## config.mk

```make
export PLATFORM = sky130hd
export DESIGN_NAME = kd_tree_root_ctrl
export DESIGN_NICKNAME = d
export VERILOG_FILES = /design/src/rtl/kd_tree_root_ctrl.sv
export SDC_FILE = /design/constraint.sdc
export NUM_CORES = 1
export LEC_CHECK = 0
export CORE_MARGIN = 8
export CORE_UTILIZATION = 30
export CTS_BUF_LIST = sky130_fd_sc_hd__clkbuf_16
export DETAILED_ROUTE_END_ITERATION = 6
export GPL_TIMING_DRIVEN = 0
export PLACE_DENSITY = 0.64
export RECOVER_POWER = 25
export SYNTH_ARGS = -nofsm -noshare
export SYNTH_HDL_FRONTEND = slang
export SYNTH_SLANG_ARGS = --single-unit
```

## constraint.sdc

```tcl
create_clock -name clk -period 3 [get_ports clk]
set_clock_uncertainty 0.15 [all_clocks]
set_input_delay 0.6 -clock clk [delete_from_list [all_inputs] [get_ports clk]]
set_output_delay 0.6 -clock clk [all_outputs]
set_load 0.03 [all_outputs]
```

## src/rtl/kd_tree_root_ctrl.sv

```systemverilog
// rtl/kd_tree_root_ctrl.sv - host-side build-pass sequencer for the kd-tree root node
//
// Purpose: drives the root node's top port through one build pass
//   (tree reset, center streaming, sort-axis configuration, sort start),
//   waits on the root's response codes, and reports done / error / root center.
//
// Ports:
//   clk, rst              rising-edge clock, synchronous active-high reset
//   start, axis           pass request and initial sort axis (sampled on accept)
//   center_in*            host center stream (valid/ready handshake)
//   data/command_to_root  registered command channel toward the root node
//   data/command_from_root response channel from the root node
//   busy, done, error     pass status (done is a 1-cycle pulse, error is sticky)
//   root_center           root center captured when the sort settles
//   state_out             current state encoding
module kd_tree_root_ctrl #(
  parameter int DATA_W        = 24,
  parameter int CMD_W         = 5,
  parameter int N_CENTERS     = 7,
  parameter int AXIS_W        = 2,
  parameter int TIMEOUT       = 1000,
  parameter int STABLE_CYCLES = 4
) (
  input  logic              clk,
  input  logic              rst,
  input  logic              start,
  input  logic [AXIS_W-1:0] axis,
  input  logic [DATA_W-1:0] center_in,
  input  logic              center_in_valid,
  output logic              center_in_ready,
  output logic [DATA_W-1:0] data_to_root,
  output logic [CMD_W-1:0]  command_to_root,
  input  logic [DATA_W-1:0] data_from_root,
  input  logic [CMD_W-1:0]  command_from_root,
  output logic              busy,
  output logic              done,
  output logic              error,
  output logic [DATA_W-1:0] root_center,
  output logic [2:0]        state_out
);

  localparam int TO_W   = $clog2(TIMEOUT) + 1;
  localparam int FILL_W = $clog2(N_CENTERS + 1);
  localparam int STAB_W = $clog2(STABLE_CYCLES + 1);

  localparam logic [CMD_W-1:0] CMD_NOP       = CMD_W'(5'h00);
  localparam logic [CMD_W-1:0] CMD_FILL      = CMD_W'(5'h01);
  localparam logic [CMD_W-1:0] CMD_AXIS      = CMD_W'(5'h02);
  localparam logic [CMD_W-1:0] CMD_FILL_DONE = CMD_W'(5'h05);
  localparam logic [CMD_W-1:0] CMD_AXIS_DONE = CMD_W'(5'h07);
  localparam logic [CMD_W-1:0] CMD_SORT      = CMD_W'(5'h09);
  localparam logic [CMD_W-1:0] CMD_RTS       = CMD_W'(5'h0A);
  localparam logic [CMD_W-1:0] CMD_RST_DONE  = CMD_W'(5'h1E);
  localparam logic [CMD_W-1:0] CMD_RST       = CMD_W'(5'h1F);

  localparam logic [2:0] S_IDLE  = 3'd0;
  localparam logic [2:0] S_RST   = 3'd1;
  localparam logic [2:0] S_FILL  = 3'd2;
  localparam logic [2:0] S_FILLW = 3'd3;
  localparam logic [2:0] S_AXIS  = 3'd4;
  localparam logic [2:0] S_SORT  = 3'd5;
  localparam logic [2:0] S_DONE  = 3'd6;
  localparam logic [2:0] S_ERR   = 3'd7;

  logic [2:0]        state_q, state_d;
  logic [AXIS_W-1:0] axis_q, axis_d;
  logic [CMD_W-1:0]  cmd_q, cmd_d;
  logic [DATA_W-1:0] data_q, data_d;
  logic              busy_q, busy_d;
  logic              done_q, done_d;
  logic              error_q, error_d;
  logic [DATA_W-1:0] root_q, root_d;
  logic              ready_q, ready_d;
  logic [TO_W-1:0]   to_cnt_q, to_cnt_d;
  logic [FILL_W-1:0] fill_cnt_q, fill_cnt_d;
  logic [STAB_W-1:0] stab_cnt_q, stab_cnt_d;

  logic accept;
  logic timed_out;
  logic waiting;

  // The handshake uses the registered ready, so the accept that completes
  // the N-th center also clears ready on the same edge.
  assign accept    = (state_q == S_FILL) && center_in_valid && ready_q;
  assign timed_out = (to_cnt_q == TO_W'(TIMEOUT - 1));
  assign waiting   = (state_q == S_RST) || (state_q == S_FILLW) ||
                     (state_q == S_AXIS) || (state_q == S_SORT);

  always_comb begin
    state_d    = state_q;
    axis_d     = axis_q;
    error_d    = error_q;
    root_d     = root_q;
    done_d     = 1'b0;
    fill_cnt_d = fill_cnt_q;
    stab_cnt_d = stab_cnt_q;

    case (state_q)
      S_IDLE, S_DONE, S_ERR: begin
        if (start) begin
          axis_d     = axis;
          error_d    = 1'b0;
          fill_cnt_d = '0;
          stab_cnt_d = '0;
          state_d    = S_RST;
        end
      end
      S_RST: begin
        if (command_from_root == CMD_RST_DONE) begin
          state_d = S_FILL;
        end else if (timed_out) begin
          state_d = S_ERR;
          error_d = 1'b1;
        end
      end
      S_FILL: begin
        if (accept) begin
          fill_cnt_d = fill_cnt_q + FILL_W'(1);
          if (fill_cnt_q == FILL_W'(N_CENTERS - 1)) begin
            state_d = S_FILLW;
          end
        end
      end
      S_FILLW: begin
        if (command_from_root == CMD_FILL_DONE) begin
          state_d = S_AXIS;
        end else if (timed_out) begin
          state_d = S_ERR;
          error_d = 1'b1;
        end
      end
      S_AXIS: begin
        if (command_from_root == CMD_AXIS_DONE) begin
          state_d = S_SORT;
        end else if (timed_out) begin
          state_d = S_ERR;
          error_d = 1'b1;
        end
      end
      S_SORT: begin
        // Any response other than ready_to_sort (busy included) restarts
        // the stability window.
        if (command_from_root == CMD_RTS) begin
          stab_cnt_d = stab_cnt_q + STAB_W'(1);
        end else begin
          stab_cnt_d = '0;
        end
        if (stab_cnt_d == STAB_W'(STABLE_CYCLES)) begin
          state_d    = S_DONE;
          done_d     = 1'b1;
          root_d     = data_from_root;
          stab_cnt_d = '0;
        end else if (timed_out) begin
          state_d = S_ERR;
          error_d = 1'b1;
        end
      end
      default: state_d = S_IDLE;
    endcase

    if (state_d != state_q) begin
      to_cnt_d = '0;
    end else if (waiting) begin
      to_cnt_d = to_cnt_q + TO_W'(1);
    end else begin
      to_cnt_d = to_cnt_q;
    end
  end

  // Outputs are decoded from the next state so the registered command lines
  // up with the registered state it belongs to.
  always_comb begin
    cmd_d   = CMD_NOP;
    data_d  = data_q;
    busy_d  = (state_d >= S_RST) && (state_d <= S_SORT);
    ready_d = (state_d == S_FILL);

    case (state_d)
      S_RST: begin
        cmd_d  = CMD_RST;
        data_d = '0;
      end
      S_FILL: begin
        if (accept) begin
          cmd_d  = CMD_FILL;
          data_d = center_in;
        end
      end
      S_FILLW: begin
        // The final accepted center is still forwarded on the edge that
        // enters FILLW; afterwards center_fill is held with zero data.
        cmd_d  = CMD_FILL;
        data_d = accept ? center_in : '0;
      end
      S_AXIS: begin
        cmd_d  = CMD_AXIS;
        data_d = DATA_W'(axis_d);
      end
      S_SORT: begin
        cmd_d  = CMD_SORT;
        data_d = DATA_W'(axis_d);
      end
      default: cmd_d = CMD_NOP;
    endcase
  end

  always_ff @(posedge clk) begin
    if (rst) begin
      state_q    <= S_IDLE;
      axis_q     <= '0;
      cmd_q      <= CMD_NOP;
      data_q     <= '0;
      busy_q     <= 1'b0;
      done_q     <= 1'b0;
      error_q    <= 1'b0;
      root_q     <= '0;
      ready_q    <= 1'b0;
      to_cnt_q   <= '0;
      fill_cnt_q <= '0;
      stab_cnt_q <= '0;
    end else begin
      state_q    <= state_d;
      axis_q     <= axis_d;
      cmd_q      <= cmd_d;
      data_q     <= data_d;
      busy_q     <= busy_d;
      done_q     <= done_d;
      error_q    <= error_d;
      root_q     <= root_d;
      ready_q    <= ready_d;
      to_cnt_q   <= to_cnt_d;
      fill_cnt_q <= fill_cnt_d;
      stab_cnt_q <= stab_cnt_d;
    end
  end

  assign center_in_ready = ready_q;
  assign data_to_root    = data_q;
  assign command_to_root = cmd_q;
  assign busy            = busy_q;
  assign done            = done_q;
  assign error           = error_q;
  assign root_center     = root_q;
  assign state_out       = state_q;

endmodule

```

==> flow_summary.yaml <==
outcome:
  status: "complete, no violations"
logic_synthesis:
  synth_top_area_share_pct: 44.0
  synth_nets: 480
  synth_seq_area_share_pct: 44.0
  syn_area_per_cell_um2: 8.50
  syn_inst: 417
  yosys_register_bits: 78
  synth_flop_cell: "dfxtp_1"
  yosysTopAreaCell: "dfxtp_1"
  yosys-top-cells-area: "dfxtp_1 44%, nand2_1 10%, mux2i_1 7.1%"
  synth.distinct_cells: 54
  synth_enable_flop_cells: 0
  syn_area_um2: 3550
  async_flop_share_pct: 0
  yosys_warnings: 0
die:
  io_pins: 119
  dieArea_um2: 15600
  die_h_um: 125
  start_util_pct: 30.9
  rows: 39
  fp.dieW_um: 125
  core_um2: 11500
clock_tree:
  clkSinkCount: 78
  path_clk_slew_ps: 60
  cts_tree: "done"
  h-tree-depth: 3
  cts_hold_buf: 0
  clk_latency_ps: 330
  cts_root_buffer: "clkbuf_16"
  clock_path_buffers: 2
  cts_setup_buffers: 0
  cts_made_buffers: 9
grt:
  grt-ovfl-total: 0
  grt_antenna_before_repair: 0
  grt_pass1_vias: 3202
  grt_use_total_pct: 12.9
  grt_max_degree: 16
  grt_pass1_wl_mm: 16.6
placement:
  io_buffers: 116
  dpl.hpwl_mm: 7.99
  gp_congestion: 0.818
finish:
  drive_gt1_share_pct: 7.47
  final_core_util_pct: 45.2
  multi_input_area_um2: 1820
  antenna_cells: 0
  regArea_um2: 1560
  layout.nets: 607
  area_delta_synth_final_pct: 46.2
  fillers: 1145
timing:
  slew_viol_final: 0
  fmax_mhz: 349
  hold_viol_final: 0
  setup_viol: 0
  min_period_ps: 2870
  finalCritPeriodShare_pct: 95.5
  rsz0062_at_grt: "false"
  slew_headroom_pct: 62.0
  max_slew.worst_pin.slew_ps: 565
critical_path:
  crit_arrival_ps: 2980
  criticalPathCategory: "primary input to flop"
  worstPathCellList: "clkdlybuf4s50_1, and3b_1, nand4_1, o22ai_1, o2111ai_2, a2111o_1, buf_2, nor2_1"
  r2r-start: "state_out[1]$_SDFF_PP0_"
  r2r_slack_ps: 250
  endpoint_kind: "flop"
  worstPathRequired_ps: 3110
  start_kind: "primary input"
  crit_slowest_cell: "clkdlybuf4s50_1"
  ff2ff_path_depth: 7
  worstPathMaxFanout: 10
  reg2reg_to: "data_to_root[1]$_SDFFE_PP0P_"
  max_stage_delay_ps: 540
route:
  antenna_left: 0
  first_pass_iters: 4
  wl_per_cell_um: 14.7
  drc: 0
  routed_wl_mm: 10.2
  first_iter_violations: 165
  routed_via_density: 4.67
  vias: 3232
worst_hold_path:
  hold_depth: 2
  whs_endpoint: "root_center[14]$_SDFFE_PP0P_"
  hold_class: "flop to flop"
  worstHoldStart: "root_center[14]$_SDFFE_PP0P_"
power:
  powerDensity_nw_per_um2: 454
  peakVddDrop_mv: 0.213
  power_mw: 2.35
  total_leakage_power_nw: 1.95
flow_run:
  drv_cap: 0
## routing by layer
metal / part of all wire (%) / GRT usage [%] / routed length, µm
met5: 0 / 0 / 0
met4: 0.53 / 5.24 / 54
met3: 8.3 / 4.89 / 842
met2: 46 / 20.0 / 4650
met1: 45 / 15.6 / 4610
## registers in the layout, indices dropped and copies added (netlist names), 2 cells and up
signal / flops
data_to_root: 24
root_center: 24
stab_cnt_q: 3
fill_cnt_q: 3
to_cnt_q: 11
command_to_root: 4
state_out: 3
axis_q: 2
## how the worst max path moves through the flow
| stage | startpoint | slack, ps | cells after the start | end |
|---|---|---|---|---|
| 6_report | command_from_root[1] | 130 | 8 | to_cnt_q[10]$_SDFFE_PP0P_ |
| 3_5_place_dp | command_from_root[1] | -480 | 9 | data_to_root[7]$_SDFFE_PP0P_ |
| 2_1_floorplan | command_from_root[4] | 590 | 8 | data_to_root[12]$_SDFFE_PP0P_ |
| 4_1_cts | command_from_root[4] | 130 | 9 | data_to_root[17]$_SDFFE_PP0P_ |
| 3_3_place_gp | command_from_root[1] | -460 | 9 | data_to_root[2]$_SDFFE_PP0P_ |
| 5_1_grt | command_from_root[1] | 20 | 8 | to_cnt_q[8]$_SDFFE_PP0P_ |
## cells in the mapped netlist (3+ instances only)
cell type,n
xnor2_1,6
o21ai_1,3
a31oi_1,3
a21oi_1,33
buf_2,6
nor2b_1,5
nand2b_1,28
o21ai_0,7
inv_1,6
nor2_1,32
dfxtp_1,78
xor2_1,8
nand3_1,10
buf_4,3
mux2i_1,25
nand4_1,3
nor3_1,8
ha_1,4
clkbuf_1,13
nand2_1,95
## repair_timing
| action | CTS | global route |
|---|---|---|
| endpoints found under the setup margin | 22 | 6 |
| resized for setup | 1 | 6 |
| endpoints found under the hold margin | 0 | 0 |
## final cells by class
cell class	instances	area share, %
buffer	26	3.02
tap	143	3.45
multi-input combinational	307	35.1
clock inverter	7	1.13
inverter	6	0.434
timing repair buffer	116	22.4
sequential	78	30.1
clock buffer	9	4.34
## critical path: cells and delay by family
family	cells	cell delay [ps]
compound gates	3	1080
buf+inv	2	730
simple gates	3	570
## logic make-up (layout without fill, tap and decap cells)
logic type | Yosys count | count (layout) | share of synthesized area (%)
compound gates | 62 | 62 | 11.2
xor+xnor | 14 | 14 | 3.46
fa+ha+maj | 4 | 4 | 1.41
buf+inv | 32 | 164 | 5.05
flops | 78 | 78 | 44.0
mux | 25 | 25 | 7.06
simple gates | 202 | 202 | 27.8
## report_power, final
part | internal [mW] | switching [mW]
clock network | 0.571 | 0.449
logic | 0.146 | 0.129
registers | 1.05 | 0.00818
## stage by stage
stage / setup TNS, ps / worst slack, ps / std cells / hold WS (ps) / instance area [µm²]
detailed placement: -10530 / -479 / 676 / 296 / 4890
global route: 0 / 16.3 / 692 / 322 / 5180
floorplan: 0 / 587 / 417 / 300 / 3550
finish: 0 / 135 / 692 / 305 / 5180
CTS: 0 / 125 / 692 / 305 / 5170
global placement: -10410 / -457 / 676 / 293 / 4890
## cells in the final DEF, fill, tap and decap left out, drive strengths merged, types with 6 or more instances in the layout
cell type,Yosys,final
nand3,10,10
dfxtp,78,78
dlygate4sd3,0,29
clkdlybuf4s50,0,87
o21ai,10,10
nor2,33,33
xor2,8,8
a21oi,34,34
inv,6,8
buf,13,10
clkbuf,13,25
nand2,96,96
xnor2,6,6
nand2b,28,28
mux2i,25,25
nor3,8,8
Power figures use the tool's default switching activity.
